===== src/rtl/sram_fill_arbiter_pkg.sv =====
// Shared constants and the fill-engine state encoding for the card SRAM arbiter.
`timescale 1ns/1ps
package sram_fill_arbiter_pkg;

  localparam int SRAM_ADDR_W = 20;
  localparam int SRAM_DATA_W = 8;
  localparam int FILL_LEN_W  = 20;

  typedef enum logic [1:0] {
    ST_IDLE  = 2'd0,
    ST_ARM   = 2'd1,
    ST_WRITE = 2'd2,
    ST_NEXT  = 2'd3
  } fill_state_t;

  // Next fill address; the carry out of the top bit is dropped so 0xFFFFF wraps to 0.
  function automatic logic [SRAM_ADDR_W-1:0] addr_inc(input logic [SRAM_ADDR_W-1:0] a);
    return a + 1'b1;
  endfunction

endpackage


===== src/rtl/sram_fill_arbiter_if.sv =====
// Bus bundle between the slot register logic / fill controller and the SRAM arbiter.
// Handshake: fill_start is a single-cycle request that is accepted only while
// fill_busy is 0 (ignored otherwise); the engine answers every accepted request
// with exactly one fill_done pulse, with fill_err qualifying it in the same cycle.
// fill_abort is a level that ends any running fill on the next clock edge.
`timescale 1ns/1ps
interface sram_fill_arbiter_if #(
  parameter int ADDR_W = 20,
  parameter int DATA_W = 8,
  parameter int LEN_W  = 20
) ();

  logic              host_req;
  logic              host_we;
  logic [ADDR_W-1:0] host_addr;
  logic [DATA_W-1:0] host_wdata;

  logic              fill_start;
  logic              fill_abort;
  logic [ADDR_W-1:0] fill_base;
  logic [LEN_W-1:0]  fill_len;
  logic [DATA_W-1:0] fill_pat;

  logic [ADDR_W-1:0] ram_addr;
  logic [DATA_W-1:0] ram_wdata;
  logic              ram_cs;
  logic              ram_we;

  logic              fill_busy;
  logic              fill_done;
  logic              fill_err;

  // Observation points: engine state and the synchronised PHI1 falling edge.
  logic [1:0]        dbg_state;
  logic              dbg_phi1_fall;

  modport master (
    output host_req, host_we, host_addr, host_wdata,
    output fill_start, fill_abort, fill_base, fill_len, fill_pat,
    input  ram_addr, ram_wdata, ram_cs, ram_we,
    input  fill_busy, fill_done, fill_err,
    input  dbg_state, dbg_phi1_fall
  );

  modport slave (
    input  host_req, host_we, host_addr, host_wdata,
    input  fill_start, fill_abort, fill_base, fill_len, fill_pat,
    output ram_addr, ram_wdata, ram_cs, ram_we,
    output fill_busy, fill_done, fill_err,
    output dbg_state, dbg_phi1_fall
  );

endinterface


===== src/rtl/sram_fill_arbiter_phi_sync.sv =====
// Brings the 6502 PHI1 into the C7M domain and derives the host / background windows.
`timescale 1ns/1ps
module sram_fill_arbiter_phi_sync (
  input  logic clk,
  input  logic rst_n,
  input  logic phi1,
  output logic phi1_s,
  output logic host_win,
  output logic bg_win,
  output logic phi1_fall
);

  logic ph_r1;
  logic ph_r2;

  // Two-flop shift register; ph_r2 also serves as the one-cycle-delayed copy for edge detect.
  always_ff @(posedge clk or negedge rst_n) begin
    if (!rst_n) begin
      ph_r1 <= 1'b0;
      ph_r2 <= 1'b0;
    end else begin
      ph_r1 <= phi1;
      ph_r2 <= ph_r1;
    end
  end

  assign phi1_s    = ph_r1;
  assign host_win  = ~ph_r2;
  assign bg_win    = ph_r1 & ph_r2;
  assign phi1_fall = ph_r2 & ~ph_r1;

endmodule


===== src/rtl/sram_fill_arbiter.sv =====
// Card SRAM arbiter: host accesses own the pins while PHI0 is high; a background fill
// engine writes one pattern byte per PHI1 phase and always yields to the host.
`timescale 1ns/1ps
module sram_fill_arbiter
  import sram_fill_arbiter_pkg::*;
#(
  parameter int ADDR_W = SRAM_ADDR_W,
  parameter int DATA_W = SRAM_DATA_W,
  parameter int LEN_W  = FILL_LEN_W
) (
  input  logic               C7M,
  input  logic               nRES,
  input  logic               PHI1,
  sram_fill_arbiter_if.slave bus
);

  fill_state_t       state;
  logic [ADDR_W-1:0] cur;
  logic [LEN_W-1:0]  rem;
  logic [DATA_W-1:0] pat;
  logic              used;
  logic              done_r;
  logic              err_r;

  logic phi1_s;
  logic host_win;
  logic bg_win;
  logic phi1_fall;

  sram_fill_arbiter_phi_sync u_phi_sync (
    .clk       (C7M),
    .rst_n     (nRES),
    .phi1      (PHI1),
    .phi1_s    (phi1_s),
    .host_win  (host_win),
    .bg_win    (bg_win),
    .phi1_fall (phi1_fall)
  );

  // Fill engine FSM with its address/length counters and the done/err pulse registers.
  always_ff @(posedge C7M or negedge nRES) begin
    if (!nRES) begin
      state  <= ST_IDLE;
      cur    <= '0;
      rem    <= '0;
      pat    <= '0;
      used   <= 1'b0;
      done_r <= 1'b0;
      err_r  <= 1'b0;
    end else begin
      done_r <= 1'b0;
      err_r  <= 1'b0;

      // One engine slot per PHI1 high phase; the slot reopens once PHI1 is seen low.
      if (!phi1_s) begin
        used <= 1'b0;
      end else if (state == ST_WRITE) begin
        used <= 1'b1;
      end

      case (state)
        ST_IDLE: begin
          // Abort has priority over a simultaneous start: nothing is latched.
          if (bus.fill_start && !bus.fill_abort) begin
            cur <= bus.fill_base;
            rem <= bus.fill_len;
            pat <= bus.fill_pat;
            if (bus.fill_len == '0) begin
              done_r <= 1'b1;
            end else begin
              state <= ST_ARM;
            end
          end
        end
        ST_ARM: begin
          if (bus.fill_abort) begin
            state  <= ST_IDLE;
            done_r <= 1'b1;
            err_r  <= 1'b1;
          end else if (bg_win && !used && !bus.host_req) begin
            state <= ST_WRITE;
          end
        end
        ST_WRITE: begin
          // The strobe cycle has already happened on the pins; an abort only ends the fill.
          if (bus.fill_abort) begin
            state  <= ST_IDLE;
            done_r <= 1'b1;
            err_r  <= 1'b1;
          end else if (bus.host_req) begin
            state <= ST_ARM;
          end else begin
            state <= ST_NEXT;
          end
        end
        ST_NEXT: begin
          if (bus.fill_abort) begin
            state  <= ST_IDLE;
            done_r <= 1'b1;
            err_r  <= 1'b1;
          end else begin
            cur <= addr_inc(cur);
            rem <= rem - 1'b1;
            if (rem == LEN_W'(1)) begin
              state  <= ST_IDLE;
              done_r <= 1'b1;
            end else begin
              state <= ST_ARM;
            end
          end
        end
        default: state <= ST_IDLE;
      endcase
    end
  end

  logic host_sel;
  logic eng_sel;

  // SRAM pin mux: host in its window, else the engine during its strobe cycle, else idle.
  always_comb begin
    host_sel      = bus.host_req & host_win;
    eng_sel       = (state == ST_WRITE) & ~bus.host_req;
    bus.ram_cs    = 1'b0;
    bus.ram_we    = 1'b0;
    bus.ram_addr  = '0;
    bus.ram_wdata = '0;
    if (host_sel) begin
      bus.ram_cs    = 1'b1;
      bus.ram_we    = bus.host_we;
      bus.ram_addr  = bus.host_addr;
      bus.ram_wdata = bus.host_wdata;
    end else if (eng_sel) begin
      bus.ram_cs    = 1'b1;
      bus.ram_we    = 1'b1;
      bus.ram_addr  = cur;
      bus.ram_wdata = pat;
    end
  end

  assign bus.fill_busy     = (state != ST_IDLE);
  assign bus.fill_done     = done_r;
  assign bus.fill_err      = err_r;
  assign bus.dbg_state     = state;
  assign bus.dbg_phi1_fall = phi1_fall;

endmodule


===== src/flat_wrapper.sv =====
// flat-port wrapper written by rule: the top's interface ports become plain ports
module sram_fill_arbiter_flat import sram_fill_arbiter_pkg::*;
#(
  parameter int ADDR_W = SRAM_ADDR_W,
  parameter int DATA_W = SRAM_DATA_W,
  parameter int LEN_W  = FILL_LEN_W
)
  (C7M, nRES, PHI1, bus_host_req, bus_host_we, bus_host_addr, bus_host_wdata, bus_fill_start, bus_fill_abort, bus_fill_base, bus_fill_len, bus_fill_pat, bus_ram_addr, bus_ram_wdata, bus_ram_cs, bus_ram_we, bus_fill_busy, bus_fill_done, bus_fill_err, bus_dbg_state, bus_dbg_phi1_fall);
  sram_fill_arbiter_if #(.ADDR_W(ADDR_W), .DATA_W(DATA_W), .LEN_W(LEN_W)) bus_i ();
  input  logic C7M;
  input  logic nRES;
  input  logic PHI1;
  input wire logic [$bits(bus_i.host_req)-1:0] bus_host_req;
  input wire logic [$bits(bus_i.host_we)-1:0] bus_host_we;
  input wire logic [$bits(bus_i.host_addr)-1:0] bus_host_addr;
  input wire logic [$bits(bus_i.host_wdata)-1:0] bus_host_wdata;
  input wire logic [$bits(bus_i.fill_start)-1:0] bus_fill_start;
  input wire logic [$bits(bus_i.fill_abort)-1:0] bus_fill_abort;
  input wire logic [$bits(bus_i.fill_base)-1:0] bus_fill_base;
  input wire logic [$bits(bus_i.fill_len)-1:0] bus_fill_len;
  input wire logic [$bits(bus_i.fill_pat)-1:0] bus_fill_pat;
  output wire logic [$bits(bus_i.ram_addr)-1:0] bus_ram_addr;
  output wire logic [$bits(bus_i.ram_wdata)-1:0] bus_ram_wdata;
  output wire logic [$bits(bus_i.ram_cs)-1:0] bus_ram_cs;
  output wire logic [$bits(bus_i.ram_we)-1:0] bus_ram_we;
  output wire logic [$bits(bus_i.fill_busy)-1:0] bus_fill_busy;
  output wire logic [$bits(bus_i.fill_done)-1:0] bus_fill_done;
  output wire logic [$bits(bus_i.fill_err)-1:0] bus_fill_err;
  output wire logic [$bits(bus_i.dbg_state)-1:0] bus_dbg_state;
  output wire logic [$bits(bus_i.dbg_phi1_fall)-1:0] bus_dbg_phi1_fall;
  assign bus_i.host_req = bus_host_req;
  assign bus_i.host_we = bus_host_we;
  assign bus_i.host_addr = bus_host_addr;
  assign bus_i.host_wdata = bus_host_wdata;
  assign bus_i.fill_start = bus_fill_start;
  assign bus_i.fill_abort = bus_fill_abort;
  assign bus_i.fill_base = bus_fill_base;
  assign bus_i.fill_len = bus_fill_len;
  assign bus_i.fill_pat = bus_fill_pat;
  assign bus_ram_addr = bus_i.ram_addr;
  assign bus_ram_wdata = bus_i.ram_wdata;
  assign bus_ram_cs = bus_i.ram_cs;
  assign bus_ram_we = bus_i.ram_we;
  assign bus_fill_busy = bus_i.fill_busy;
  assign bus_fill_done = bus_i.fill_done;
  assign bus_fill_err = bus_i.fill_err;
  assign bus_dbg_state = bus_i.dbg_state;
  assign bus_dbg_phi1_fall = bus_i.dbg_phi1_fall;
  sram_fill_arbiter #(.ADDR_W(ADDR_W), .DATA_W(DATA_W), .LEN_W(LEN_W)) u_core (.C7M(C7M), .nRES(nRES), .PHI1(PHI1), .bus(bus_i));
endmodule

===== config.mk =====
export PLATFORM = sky130hd
export DESIGN_NAME = sram_fill_arbiter_flat
export DESIGN_NICKNAME = d
export VERILOG_FILES = /design/src/rtl/sram_fill_arbiter_pkg.sv /design/src/rtl/sram_fill_arbiter_if.sv /design/src/rtl/sram_fill_arbiter_phi_sync.sv /design/src/rtl/sram_fill_arbiter.sv /design/src/flat_wrapper.sv
export SDC_FILE = /design/constraint.sdc
export NUM_CORES = 1
export LEC_CHECK = 0
export CAP_MARGIN = 5
export CORE_MARGIN = 4
export CORE_UTILIZATION = 47
export DETAILED_ROUTE_END_ITERATION = 10
export MAX_ROUTING_LAYER = met4
export PLACE_DENSITY = 0.82
export SYNTH_ARGS = -nofsm -noshare
export SYNTH_HDL_FRONTEND = slang
export SYNTH_HIERARCHICAL = 1
export SYNTH_SLANG_ARGS = --single-unit

===== constraint.sdc =====
create_clock -name C7M -period 2.6 [get_ports C7M]
set_input_delay 0.39 -clock C7M [delete_from_list [all_inputs] [get_ports C7M]]
set_output_delay 0.39 -clock C7M [all_outputs]
set_load 0.02 [all_outputs]

# ---- Word-level counts from Yosys, hierarchy flattened
# Index checks and enable logic that the tools add are counted.
dict set report word_totals {
  register_bits 55
  input_bits 83
}
dict set report classes {
  n_mux 31
  addsub 2
  reduce_logical 15
  bitwise_logic 7
  eq_ne 9
}
# op count
set ops {}
lappend ops {{20-bit two-way mux} 6}
lappend ops {{20-bit case mux with 2 select lines} 2}
lappend ops {{20-bit by 1-bit adder with 20-bit output, second input constant} 1}
lappend ops {{20-bit by 1-bit == test with 1-bit output, second input constant} 1}
lappend ops {{20-bit logical NOT} 1}
lappend ops {{20-bit by 1-bit subtractor with 20-bit output, second input constant} 1}
lappend ops {{8-bit two-way mux} 2}
lappend ops {{2-bit two-way mux} 7}
lappend ops {{1-bit two-way mux} 12}
lappend ops {{2-bit case mux with 4 select lines} 1}
lappend ops {{3-bit AND reduction} 2}
lappend ops {{1-bit bitwise AND} 4}
lappend ops {{2-bit == test, second input constant} 2}
lappend ops {{2-bit by 1-bit inequality test with 1-bit output, second input constant} 2}
lappend ops {{2-bit inequality test, second input constant} 2}
lappend ops {{2-bit nonzero test} 2}
lappend ops {{1-bit logical AND} 3}
lappend ops {{1-bit logical NOT} 3}
lappend ops {{3-bit by 2-bit inequality test with 1-bit output, second input constant} 1}
lappend ops {{1-bit NOT} 3}
lappend ops {{1-bit case mux with 3 select lines} 1}
lappend ops {{3-bit OR reduction} 1}
lappend ops {{2-bit by 1-bit == test with 1-bit output, second input constant} 1}
lappend ops {{2-bit logical NOT} 1}
lappend ops {{2 further kinds} 2}

# ---- Logic depth before layout (Yosys ltp)
dict set report logic_depth {
  ltp_word 6
  mapped_depth 10
  mapped_depth_nobuf 7
}

# ---- Hierarchy
# The synthesis kept the hierarchy.
# module area_per_inst_um2 instances seq_area_each_um2 cells_each
set modules_own_cells {}
lappend modules_own_cells {sram_fill_arbiter 3550.9 1 1326.3 392}
lappend modules_own_cells {sram_fill_arbiter_phi_sync 70.1 1 50.0 5}

# ---- Worst setup path after synthesis
# No wires, ideal clock.
dict set report synth_timing {
  path_kind {register to register}
  start {register u_core.state[0], in the netlist u_core/bus.dbg_state[0]}
  end {register u_core.cur[11]}
  path_buffers 3
  arrival_ps 1931
  synth_period_minus_slack_ps 2051
  setup_time_ps 120
  path_stages_with_launch 11
  path_slack_ps 549
  path_cell_list {dfrtp_1 > inv_1 > ha_1 > buf_4 > mux2i_1 > nor2_1 > clkbuf_8 > buf_4 > nand3_1 > mux2i_1 > nor2_1}
}
dict set report synth_between {
  elab_chain_len 3
  word_cells_on_any_way 7
}
# item line_no
set synth_rtl {}
lappend synth_rtl {{from (decl)} sram_fill_arbiter.sv:17} ;# fill_state_t state;
lappend synth_rtl {{from (signal assigned)} sram_fill_arbiter.sv:43} ;# state <= ST_IDLE;
lappend synth_rtl {{from (signal assigned)} sram_fill_arbiter.sv:71} ;# state <= ST_ARM;
lappend synth_rtl {{from (signal assigned)} sram_fill_arbiter.sv:77} ;# state <= ST_IDLE;
lappend synth_rtl {{2-bit == test or 2-bit logical NOT (tied branches)} sram_fill_arbiter.sv:61} ;# case (state)
lappend synth_rtl {{2-bit inequality test (no line) (tied with other cells)} n/a}
lappend synth_rtl {{3-bit AND reduction (no line)} n/a}
lappend synth_rtl {{to (signal assigned)} sram_fill_arbiter.sv:65} ;# cur <= bus.fill_base;
lappend synth_rtl {{to (signal assigned)} sram_fill_arbiter.sv:102} ;# cur <= addr_inc(cur);
lappend synth_rtl {{to (decl)} sram_fill_arbiter.sv:18} ;# logic [ADDR_W-1:0] cur;
# Several ways; a longest one is shown, not always the timed one.
# A chain may end at the register's enable or synchronous reset.

# ---- Worst setup path in the final report
dict set report layout_timing {
  start {register u_core.state[0], in the netlist u_core/bus.dbg_state[0]}
  end {output port bus_ram_cs}
}
dict set report layout_between {
  elab_chain_len 4
}
# item line_no
set layout_rtl {}
lappend layout_rtl {{2-bit == test} sram_fill_arbiter.sv:123} ;# eng_sel = (state == ST_WRITE) & ~bus.host_req;
lappend layout_rtl {{1-bit bitwise AND} sram_fill_arbiter.sv:123}
lappend layout_rtl {{1-bit two-way mux} sram_fill_arbiter.sv:133} ;# end else if (eng_sel) begin
lappend layout_rtl {{1-bit two-way mux} sram_fill_arbiter.sv:128} ;# if (host_sel) begin
lappend layout_rtl {{to (decl)} flat_wrapper.sv:24} ;# output wire logic [$bits(bus_i.ram_cs)-1:0] bus_ram_cs;
# Every way passes these cells.

==> reports/metrics.yaml <==
run_status:
  status: "complete, no violations"
power:
  p_int_mw: 2.64
  switchingPower_mw: 1.90
  p_comb_share_pct: 44.6
  peakVddDrop_mv: 0.445
  clockPowerShare_pct: 14.8
  pwr-share-seq_pct: 40.6
  p_leak_nw: 2.09
  power.total_mw: 4.54
  swShare_pct: 41.9
  power_density_mw_per_mm2: 914
global_route:
  gr-total-overflow: 0
  antenna_found_initial: 0
  grt.total_usage_pct: 25.3
  grt_start_max_net_pins: 47
  grt_pass1_wl_um: 17900
  grt_pass1_vias: 3551
final_layout:
  final_area_mm2: 0.00496
  nNetsFinal: 596
  syn_to_final_growth_pct: 37.1
  final_core_util_pct: 67.4
  drive_gt1_share_pct: 10.5
  final_cells: 606
  num_antenna_cells: 0
clock_network:
  clock_sinks: 55
  cts_tree: "built"
  cts_buffers: 5
  clockRootBuffer: "clkbuf_8"
  clk_pin_slew_ns: 0.09
  htreeDepth: 2
  worstSkewPairLatency_ns: 0.31
  cts_buffer_depth: 2
detailed_routing:
  routedWlPerCell_um: 18.6
  vias: 3725
  drt_iter0_markers: 360
  first_pass_iters: 5
  wl_um: 11300
  post_drt_via_cell_ratio: 6.15
  drc: 0
  ant_nets: 0
timing:
  timing.final.crit_share_pct: 93.5
  max_freq_mhz: 411
  rsz0062_at_grt: "no"
  holdWs_ns: 0.432
  hold_violations: 0
  slew_viol_final: 0
  setup_viol: 0
  clock_skew_ns: 0.0120
  timing.final.ws_setup_ns: 0.170
  tns_ns: 0
  worst_slew_pin_slew_ns: 0.530
  relSlewSlack_pct: 64.5
  finalCriticalPeriod_ns: 2.43
die:
  core_mm2: 0.00737
  die_w_um: 95.8
  num_rows: 31
  die_area_mm2: 0.00917
  ios: 119
  initial_core_util_pct: 49.1
  die_h_um: 95.8
synth:
  ys_ff_latch: 55
  synthArstFlopShare_pct: 100
  synth_edf_count: 0
  synthesis.area_mm2: 0.00362
  ys_warn_count: 6
  synth_seq_area_share_pct: 38.0
  yosys.area_share.simple_pct: 22.5
  synth_cells: 397
  synth_xor_area_share_pct: 0
  synth_fp_nets: 487
  synthFlopType: "dfrtp_1"
  synth_compound_area_share_pct: 26.5
  ys_types: 56
  synth-adder-area-share_pct: 2.42
  syn_avg_cell_area_um2: 9.12
  synth_top_family_by_area: "compound AO/OA/AOI/OAI gates"
  synth.mux.area_fraction_pct: 4.42
critical_path:
  end_kind: "output pin"
  crit_arrival_ns: 2.04
  cp_num_cells: 6
  crit_chain: "inv_1, ha_1, nor2b_2, buf_12, or2_2, dlygate4sd2_1"
  critPathMaxStageDelay_ns: 0.43
  critPathBufInv: 3
  crit_required_ns: 2.21
  crit_fanout: 31
  r2r_cells: 8
  r2r_start: "u_core/bus.dbg_state[0]$_DFFE_PN0P_"
  crit_type: "reg2out"
  r2r_end: "u_core/rem[7]$_DFFE_PN0P_"
  critPathTopFamily: "buffers and inverters"
  rrSetupSlack_ns: 0.19
  crit_path_top_delay_cell: "dfrtp_1"
  crit_path_start_kind: "register"
placement:
  dp.cells: 597
  gp_congestion: 0.854
  hpwl_um: 8300
  place_ws_ns: 0.166
  placed_area_mm2: 0.00485
  portBuffers: 118
job:
  drv_cap: 0
hold_path:
  whs_path_depth: 0
  hold_end: "u_core/u_phi_sync/ph_r2$_DFF_PN0_"
  hp-class: "reg2reg"
  worstHoldStart: "u_core/u_phi_sync/phi1_s$_DFF_PN0_"
==> layout by cell type, fill, tap and decap left out, types with 4 or more instances in the layout <==
cell type and n:
clkdlybuf4s50_1 87, mux2i_1 7, nand2_1 31, mux2_2 8
nor2_1 23, ha_1 7, and3_1 9, buf_4 7
nand4_1 9, a21oi_1 34, inv_1 10, nor3_1 6
nand2b_1 6, nand3_1 13, o22ai_1 17, o21ai_0 27
clkbuf_8 5, a22o_1 28, nor4_2 4, o221a_2 8
dlygate4sd2_1 29, nor4_1 14, or3_1 6, dfrtp_1 55
==> cells by family after synthesis <==
| family | count (synthesis) |
|---|---|
| simple gates | 143 |
| compound gates | 139 |
| flops | 55 |
| buf+inv | 38 |
| mux | 15 |
| fa+ha+maj | 7 |
==> worst max-delay path by stage <==
stage	start	to	slack, ns
CTS	u_core/bus.dbg_state[0]$_DFFE_PN0P_	bus_ram_we	0.007
detailed placement	bus_host_req	bus_ram_addr[0]	0.17
global placement	bus_host_req	bus_ram_wdata[7]	0.22
floorplan	u_core/bus.dbg_state[0]$_DFFE_PN0P_	u_core/cur[11]$_DFFE_PN0P_	0.55
global route	u_core/bus.dbg_state[0]$_DFFE_PN0P_	u_core/rem[7]$_DFFE_PN0P_	0.03
finish	u_core/bus.dbg_state[0]$_DFFE_PN0P_	bus_ram_cs	0.17
==> worst register-to-register path, stage by stage, from the launching register on <==
cell,delay (ns)
dfrtp_1,0.44
inv_1,0.12
ha_1,0.32
mux2i_1,0.34
or2_1,0.41
buf_4,0.32
nor3_1,0.09
a21oi_1,0.15
o21ai_0,0.10
==> cells in the mapped netlist (all sizes together) (7+ instances only) <==
cell type  instances  share of area, %
dfrtp             55                38
o22ai             17               2.9
nand2             31               3.2
mux2i              7               1.9
and3               9               1.6
or3                7               1.3
nor3               7               1.1
o21ai             27               3.7
clkbuf            21               4.1
nand4              9               1.6
a21oi             35               4.9
nand3             13               1.8
ha                 7               2.4
inv               10               1.0
nor4              19               4.4
o221a              8               2.5
nor2              24               2.5
mux2               8               2.5
a22o              28               6.8
==> flip-flops by register name (all words and copies together), names as in the netlist <==
register,count
u_core/rem,20
u_core/bus.dbg_state,2
u_core/used,1
u_core/bus.fill_err,1
u_core/u_phi_sync/ph_r2,1
u_core/cur,20
u_core/u_phi_sync/phi1_s,1
u_core/bus.fill_done,1
u_core/pat,8
==> timing repair <==
item                                   CTS  global route
hold buffers                             1             0
setup endpoints to repair               29             1
buffers inserted                         0             0
endpoints found under the hold margin   13             0
gates resized for setup                 29             1
pin swaps                                0             0
==> power groups by stage <==
stage               logic [mW]  registers [mW]  clock network (mW)
finish                    2.02            1.84               0.671
detailed placement        2.05            1.84                   0
CTS                       2.02            1.82               0.682
floorplan                 1.52            1.65                   0
global placement          1.95            1.81                   0
global route              2.23            1.91               0.716
==> final cells by class <==
cell class	instances	area, um2
Tap cell	99	124
Clock buffer	6	72.6
Clock inverter	2	60.1
Fill cell	603	2410
Inverter	11	41.3
Sequential cell	55	1380
Timing Repair Buffer	129	1260
Multi-Input combinational cell	304	2020
==> routing by layer <==
metal  vias up  GRT usage, %  share of wire [%]
met5         -             -                  0
met4         0          4.38               0.49
met3         7          4.38                 10
met2       198          43.8                 50
met1      1781          31.5                 39
li1       1739             -                  -
Note: power is estimated with default switching activity, not from simulation.
